**config.mk**
```make
export PLATFORM = sky130hd
export DESIGN_NAME = bist_sequencer
export DESIGN_NICKNAME = d
export VERILOG_FILES = /design/src/rtl/bist_sequencer.sv
export SDC_FILE = /design/constraint.sdc
export NUM_CORES = 1
export LEC_CHECK = 0
export ABC_AREA = 1
export CORE_MARGIN = 5
export CORE_UTILIZATION = 44
export DETAILED_ROUTE_END_ITERATION = 16
export GPL_TIMING_DRIVEN = 0
export PLACE_DENSITY = 0.86
export SLEW_MARGIN = 40
export SYNTH_ARGS = -nofsm -noshare
export SYNTH_HDL_FRONTEND = slang
export SYNTH_SLANG_ARGS = --single-unit
```
**constraint.sdc**
```tcl
create_clock -name clk -period 1.2 [get_ports clk]
set_input_delay 0.24 -clock clk [delete_from_list [all_inputs] [get_ports clk]]
set_output_delay 0.24 -clock clk [all_outputs]
set_load 0.005 [all_outputs]
```
**src/rtl/bist_sequencer.sv**
```systemverilog
// bist_sequencer: session controller for the 4-bit BIST datapath.
// Sequences IDLE -> INIT -> RUN (N cycles) -> SETTLE -> COMPARE per start
// request and drives the LFSR/MISR/MUX controls (Moore decode of state).
// Ports: clk, rst (sync, active-low); start/abort session control;
// cfg_we + cfg_patterns/cfg_golden/cfg_seed configuration (IDLE only);
// misr_sig signature input; testmode/lfsr_*/misr_* datapath controls;
// busy/done/aborted status; pass/fail/signature/fail_cnt results.
module bist_sequencer #(
  parameter int unsigned      WIDTH        = 4,
  parameter int unsigned      CNT_W        = 8,
  parameter int unsigned      DEF_PATTERNS = 15,
  parameter logic [WIDTH-1:0] DEF_GOLDEN   = 4'b0100,
  parameter logic [WIDTH-1:0] DEF_SEED     = 4'hF
) (
  input  logic             clk,
  input  logic             rst,
  input  logic             start,
  input  logic             abort,
  input  logic             cfg_we,
  input  logic [CNT_W-1:0] cfg_patterns,
  input  logic [WIDTH-1:0] cfg_golden,
  input  logic [WIDTH-1:0] cfg_seed,
  input  logic [WIDTH-1:0] misr_sig,
  output logic             testmode,
  output logic             lfsr_load,
  output logic [WIDTH-1:0] lfsr_seed,
  output logic             lfsr_en,
  output logic             misr_clr,
  output logic             misr_en,
  output logic             busy,
  output logic             done,
  output logic             aborted,
  output logic             pass,
  output logic             fail,
  output logic [WIDTH-1:0] signature,
  output logic [7:0]       fail_cnt
);

  typedef enum logic [2:0] {
    S_IDLE,
    S_INIT,
    S_RUN,
    S_SETTLE,
    S_COMPARE
  } state_e;

  state_e           state_q, state_d;
  logic [CNT_W-1:0] cnt_q, cnt_d;
  logic [CNT_W-1:0] cfg_patterns_q, cfg_patterns_d;
  logic [WIDTH-1:0] cfg_golden_q, cfg_golden_d;
  logic [WIDTH-1:0] cfg_seed_q, cfg_seed_d;
  logic             done_q, done_d;
  logic             aborted_q, aborted_d;
  logic             pass_q, pass_d;
  logic             fail_q, fail_d;
  logic [WIDTH-1:0] signature_q, signature_d;
  logic [7:0]       fail_cnt_q, fail_cnt_d;

  logic abort_hit;
  logic sig_match;

  assign abort_hit = abort && (state_q != S_IDLE);
  assign sig_match = (misr_sig == cfg_golden_q);

  // State register plus all session/config registers.
  always_ff @(posedge clk) begin
    if (!rst) begin
      state_q        <= S_IDLE;
      cnt_q          <= '0;
      cfg_patterns_q <= CNT_W'(DEF_PATTERNS);
      cfg_golden_q   <= DEF_GOLDEN;
      cfg_seed_q     <= DEF_SEED;
      done_q         <= 1'b0;
      aborted_q      <= 1'b0;
      pass_q         <= 1'b0;
      fail_q         <= 1'b0;
      signature_q    <= '0;
      fail_cnt_q     <= '0;
    end else begin
      state_q        <= state_d;
      cnt_q          <= cnt_d;
      cfg_patterns_q <= cfg_patterns_d;
      cfg_golden_q   <= cfg_golden_d;
      cfg_seed_q     <= cfg_seed_d;
      done_q         <= done_d;
      aborted_q      <= aborted_d;
      pass_q         <= pass_d;
      fail_q         <= fail_d;
      signature_q    <= signature_d;
      fail_cnt_q     <= fail_cnt_d;
    end
  end

  // Next-state logic.
  always_comb begin
    state_d = state_q;
    unique case (state_q)
      S_IDLE: begin
        if (start && !abort) begin
          state_d = S_INIT;
        end
      end
      S_INIT: begin
        // The counter is loaded on this edge, so decide from the config value.
        if (abort) begin
          state_d = S_IDLE;
        end else if (cfg_patterns_q == '0) begin
          state_d = S_SETTLE;
        end else begin
          state_d = S_RUN;
        end
      end
      S_RUN: begin
        if (abort) begin
          state_d = S_IDLE;
        end else if (cnt_q == CNT_W'(1)) begin
          state_d = S_SETTLE;
        end
      end
      S_SETTLE: begin
        state_d = abort ? S_IDLE : S_COMPARE;
      end
      S_COMPARE: begin
        state_d = S_IDLE;
      end
      default: begin
        state_d = S_IDLE;
      end
    endcase
  end

  // Counter, config and result registers. An abort suppresses every
  // state action, so results and counters hold and only aborted pulses.
  always_comb begin
    cnt_d          = cnt_q;
    cfg_patterns_d = cfg_patterns_q;
    cfg_golden_d   = cfg_golden_q;
    cfg_seed_d     = cfg_seed_q;
    done_d         = 1'b0;
    aborted_d      = 1'b0;
    pass_d         = pass_q;
    fail_d         = fail_q;
    signature_d    = signature_q;
    fail_cnt_d     = fail_cnt_q;
    if (abort_hit) begin
      aborted_d = 1'b1;
    end else begin
      unique case (state_q)
        S_IDLE: begin
          if (cfg_we) begin
            cfg_patterns_d = cfg_patterns;
            cfg_golden_d   = cfg_golden;
            cfg_seed_d     = cfg_seed;
          end
        end
        S_INIT: begin
          pass_d = 1'b0;
          fail_d = 1'b0;
          cnt_d  = cfg_patterns_q;
        end
        S_RUN: begin
          cnt_d = cnt_q - CNT_W'(1);
        end
        S_COMPARE: begin
          signature_d = misr_sig;
          pass_d      = sig_match;
          fail_d      = !sig_match;
          done_d      = 1'b1;
          if (!sig_match && (fail_cnt_q != '1)) begin
            fail_cnt_d = fail_cnt_q + 8'd1;
          end
        end
        default: begin
        end
      endcase
    end
  end

  // Moore decode of datapath controls; forced low while reset is asserted.
  always_comb begin
    testmode  = 1'b0;
    lfsr_load = 1'b0;
    lfsr_en   = 1'b0;
    misr_clr  = 1'b0;
    misr_en   = 1'b0;
    if (rst) begin
      unique case (state_q)
        S_IDLE: begin
        end
        S_INIT: begin
          testmode  = 1'b1;
          lfsr_load = 1'b1;
          misr_clr  = 1'b1;
        end
        S_RUN: begin
          testmode = 1'b1;
          lfsr_en  = 1'b1;
          misr_en  = 1'b1;
        end
        S_SETTLE, S_COMPARE: begin
          testmode = 1'b1;
        end
        default: begin
        end
      endcase
    end
  end

  assign lfsr_seed = cfg_seed_q;
  assign busy      = (state_q != S_IDLE);
  assign done      = done_q;
  assign aborted   = aborted_q;
  assign pass      = pass_q;
  assign fail      = fail_q;
  assign signature = signature_q;
  assign fail_cnt  = fail_cnt_q;

endmodule

```
# ---- Word level (Yosys, flattened, before mapping)
# Cells that the tools add are included.
dict set report totals {
  register_bits 43
  in_bits 25
  out_inout_bits 26
  word_cells 60
}
dict set report classes {
  add_sub_neg 2
  eq_ne 9
  mux 18
  n_bitwise 2
  n_reduce_logical 18
}
# operator n
set op_table {}
lappend op_table {{one-hot mux 8 bit (2 select lines)} 1}
lappend op_table {{two-way mux 3 bit} 4}
lappend op_table {{one-hot mux 3 bit (4 select lines)} 1}
lappend op_table {{two-way mux 1 bit} 9}
lappend op_table {{adder 8 x 1 -> 8 bit, second input constant} 1}
lappend op_table {{equality test 8 x 1 -> 1 bit, second input constant} 1}
lappend op_table {{zero test 8 bit} 1}
lappend op_table {{!= test 8 bit, second input constant} 1}
lappend op_table {{AND reduction 2 bit} 4}
lappend op_table {{subtractor 8 x 1 -> 8 bit, second input constant} 1}
lappend op_table {{equality test 3 x 2 -> 1 bit, second input constant} 2}
lappend op_table {{AND reduction 3 bit} 2}
lappend op_table {{equality test 4 bit} 1}
lappend op_table {{one-hot mux 1 bit (2 select lines)} 2}
lappend op_table {{nonzero test 2 bit} 2}
lappend op_table {{OR reduction 4 bit} 1}
lappend op_table {{equality test 3 x 1 -> 1 bit, second input constant} 1}
lappend op_table {{equality test 3 bit, second input constant} 1}
lappend op_table {{logical AND 1 bit} 3}
lappend op_table {{zero test 3 bit} 1}
lappend op_table {{!= test 3 bit, second input constant} 1}
lappend op_table {{nonzero test 3 bit} 1}
lappend op_table {{zero test 1 bit} 2}
lappend op_table {{two-way mux 2 bit} 1}
lappend op_table {{other kinds (3)} 4}

# ---- Longest topological paths before layout
dict set report depth {
  word_depth 4
  mapped_depth 10
  mapped_depth_nobuf 10
}

# ---- Least setup slack after synthesis
# OpenSTA, ideal clock, no wires.
dict set report synth_path {
  path_type {register -> register}
  startpoint {register fail_cnt_q[0], in the netlist fail_cnt[0]}
  endpoint {register fail_cnt_q[0], in the netlist fail_cnt[0]}
  setup_time_ns 0.113
  arrival_ns 1.221
  required_time_ns 1.087
  setup_slack_ns -0.134
  stages_incl_launch_ff 9
  path_buffers 0
  synth_period_minus_slack_ns 1.334
  cell_sequence {dfxtp_1 -> ha_1 -> nand2_1 -> nor2_4 -> nand4_4 -> nand3_4 -> nand2_1 -> nand2_1 -> nor2_1}
}
dict set report synth_via {
  elab_chain_cells 3
  word_cells_on_any_way 4
  cone_classes {add/sub (1); eq/ne (1); reduce/logical (2)}
}
# element line
set synth_rtl {}
lappend synth_rtl {{start: declaration} 57} ;# logic [7:0] fail_cnt_q, fail_cnt_d;
lappend synth_rtl {{start signal: assignment} 90} ;# fail_cnt_q <= fail_cnt_d;
lappend synth_rtl {{branches (longest 3 deep; another with adder 8 x 1 -> 8 bit)} --}
# Parallel ways; which one is timed is not known.
# A chain may end at the register's enable or synchronous reset.

# ---- Worst setup path in the final report
dict set report layout_path {
  startpoint {register state_q[2]}
  endpoint {output testmode}
}
dict set report layout_via {
  elab_chain_cells 4
  word_cells_on_any_way 7
  cone_classes {eq/ne (4); mux (2); reduce/logical (1)}
}
# element line
set layout_rtl {}
lappend layout_rtl {{start: declaration} 47} ;# state_e state_q, state_d;
lappend layout_rtl {{start signal: assignment} 80} ;# state_q <= state_d;
lappend layout_rtl {{equality test 3 x 2 -> 1 bit (tied with other cells)} 187} ;# unique case (state_q)
lappend layout_rtl {{OR reduction 4 bit (no source line) (*)} --}
lappend layout_rtl {{two-way mux 1 bit (*)} 187}
lappend layout_rtl {{two-way mux 1 bit (*)} 186} ;# if (rst) begin
lappend layout_rtl {{end: declaration} 24} ;# output logic testmode,
# Every way passes the cells marked *; elsewhere a longest branch is shown, timed or not.

==> results.json <==
{
  "skew_ns": 0.0127,
  "num_vias": 2711,
  "path_clk_slew_ns": 0.09,
  "initial_core_util_pct": 45.3,
  "ioPinCount": 51,
  "maxSlewHeadroom_pct": 51.7,
  "synth_fp_nets": 332,
  "hold_violations": 0,
  "syn_to_final_growth_pct": 71.6,
  "yosysTopAreaCellShare_pct": 40.2,
  "die_y_um": 79.7,
  "max-cap-violations": 0,
  "syn_area_um2": 2140,
  "finalHoldWorstSlack_ns": 0.294,
  "gp_congestion": 0.870,
  "crit_chain": "buf_6 -> nor2_4 -> nand2_4 -> nand2_4 -> o21ai_4 -> inv_1 -> buf_2",
  "dieArea_um2": 6360,
  "synth_area_leader_cell": "dfxtp_1",
  "worst_pin_slew_ns": 0.725,
  "critical_path_arrival_ns": 1.42,
  "p_leak_nw": 1.66,
  "core_um2": 4720,
  "yosysSeqAreaShare_pct": 40.2,
  "num_rows": 25,
  "drtPass1Iterations": 7,
  "antenna_found_initial": 0,
  "hp-class": "primary input to flop",
  "vias_per_cell": 5.76,
  "path_class": "flop to output pin",
  "path_max_fanout": 4,
  "status": "finished, violations left",
  "grt.total_usage_pct": 22.7,
  "insertion_delay_ns": 0.31,
  "failed_checks": "setup timing",
  "grt_pass1_vias": 2435,
  "drc": 0,
  "worst_setup_path_start_kind": "flop",
  "cellPowerDensity_nw_per_um2": 985,
  "die_x_um": 79.7,
  "required_ns": 0.96,
  "rsz0062_at_grt": "true",
  "ir_drop_mv": 0.839,
  "yosys_warnings": 0,
  "drv_slew": 0,
  "synth_cells": 304,
  "critPathSlowestCell": "dfxtp_4",
  "cpPeakStageDelay_ns": 0.38,
  "crit_path_end_kind": "output pin",
  "port_buffers": 49,
  "synth_seq_cells": 43,
  "ys_async_sr_fraction_pct": 0,
  "gr-total-overflow": 0,
  "clk_path_buf_depth": 2,
  "synth-edff-count": 0,
  "hpwl_mm": 3.88,
  "cts_hold_buf": 0,
  "post-route-period-util_pct": 138,
  "setup_viol": 47,
  "avgSynthCellArea_um2": 7.04,
  "clock_sinks": 43,
  "drtIter0Drc": 311,
  "fmax_mhz": 604,
  "h-tree-depth": 2,
  "numCtsBuffers": 5,
  "synthTopCellsByArea": "dfxtp_1 40%, nand2_1 15%, a21oi_1 7.0%, inv_1 5.6%, o21ai_0 4.4%",
  "dp_slack_ns": -0.792,
  "period_needed_ns": 1.66,
  "totalPowerFinal_mw": 3.61,
  "grt_start_max_net_pins": 14,
  "num-nets-final": 431,
  "cts_tree": "done",
  "cp_common_cell": "nand2_4",
  "root_buffer": "clkbuf_8",
  "grt_pass1_wl_mm": 11.3,
  "synthDistinctLibCells": 32,
  "ys_dominant_reg_cell": "dfxtp_1",
  "wl_per_cell_um": 18.8,
  "finalWirelength_mm": 8.87,
  "drtAntennaViolNets": 0,
  "antenna_cells": 0,
  "fin_ws_ns": -0.456,
  "drive_gt1_share_pct": 40.6
}
-- cell type report --
type                       instances  area, um^2
multi-input combinational        213        1410
fill                             280        1050
sequential                        43         901
timing repair buffer              91         892
inverter                          36         145
buffer                            13         128
clock buffer                       7         108
tap                               67        83.8
clock inverter                     1        5.00
-- cells in the mapped netlist (2+ instances only) --
cell type / n
clkbuf_1: 5
nor2_4: 2
nand3_1: 15
buf_4: 2
buf_2: 4
nor2_1: 21
nand3b_1: 2
nand2_2: 3
nand2_1: 83
nand4_1: 10
inv_1: 32
nor3_1: 2
ha_1: 3
dfxtp_1: 43
o21ai_1: 8
inv_2: 4
o211ai_1: 3
o21ai_0: 19
a21oi_1: 30
-- path summary, 6_finish.rpt --
check,startpoint,end,slack (ns),cells after the start
max,state_q[2],testmode,-0.46,7
min,rst,cfg_patterns_q[7],0.29,3
max reg2reg,state_q[2],cnt_q[2],-0.41,10
min reg2reg,cfg_golden_q[0],cfg_golden_q[0],0.48,2
-- routing by layer --
layer / track usage (%) / vias up / routed length, um
met5: 0 / - / 0
met4: 13.9 / 0 / 422
met3: 5.64 / 41 / 646
met2: 38.4 / 175 / 4440
met1: 25.6 / 1305 / 3370
li1: - / 1190 / -
-- critical path, delay by kind of cell, from the launching register on --
kind / cells / cell delay [ns]
AO/OA/AOI/OAI: 1 / 0.06
buffers and inverters: 3 / 0.28
flip-flops: 1 / 0.38
AND/OR/NAND/NOR: 3 / 0.38
-- report_power, final --
group          leakage, nW  total [mW]  internal [mW]  switching [mW]
combinational         1.24       0.920          0.396           0.524
clock               0.0594        1.14          0.591           0.546
sequential           0.359        1.56           1.49          0.0694
-- sequential cells by signal, indices dropped and copies added (netlist names) --
register        cells
done                1
state_q             3
fail_cnt            8
fail                1
lfsr_seed           4
cfg_patterns_q      8
pass                1
signature           4
cfg_golden_q        4
cnt_q               8
aborted             1
-- cell usage in the layout (no fill, tap or decap), types with 3 or more instances in the layout --
cell / netlist / final
inv_1: 32 / 29
nand3_4: 1 / 4
buf_4: 2 / 22
nor2_2: 1 / 3
a21oi_2: 1 / 11
o21ai_1: 8 / 4
dfxtp_1: 43 / 29
dfxtp_4: 0 / 9
o21ai_2: 0 / 10
dfxtp_2: 0 / 5
buf_2: 4 / 3
buf_8: 1 / 5
nand4_1: 10 / 10
nor2_1: 21 / 14
clkbuf_8: 0 / 6
nand2_1: 83 / 58
clkbuf_2: 0 / 5
nand3_1: 15 / 13
nand2_2: 3 / 20
dlygate4sd2_1: 0 / 17
buf_6: 1 / 22
o211ai_1: 3 / 3
inv_4: 0 / 4
inv_2: 4 / 3
clkdlybuf4s50_1: 0 / 22
a21oi_1: 30 / 19
nor2_4: 2 / 7
o21ai_4: 0 / 4
nand2_4: 1 / 8
o21ai_0: 19 / 9
-- through the flow --
stage	cell area, um^2	TNS [ns]	utilization (%)	instances
2_1_floorplan	2180	-0.145	-	304
3_5_place_dp	2760	-15.48	58.4	420
4_1_cts	3310	-8.66	70.1	462
6_report	3670	-13.27	77.7	471
3_3_place_gp	2760	-14.70	58.4	420
5_1_grt	3670	-15.82	77.7	471
-- cells by family (layout without fill, tap and decap cells) --
family	Yosys count	after routing	share of synthesized area (%)
buffers and inverters	49	148	10.1
adders and majority gates	3	3	1.75
and+or+nand+nor	145	146	32.1
AOI/OAI and AO/OA	63	63	15.4
DFF	43	43	40.2
xor gates and xnor gates	1	1	0.409
-- repair_timing --
| item | CTS | global route |
|---|---|---|
| pin swaps | 18 | 24 |
| setup endpoints to repair | 64 | 50 |
| resized for setup | 111 | 89 |
| cloned | 3 | 3 |
| setup buffers | 31 | 6 |
(Power assumes the default switching activity.)
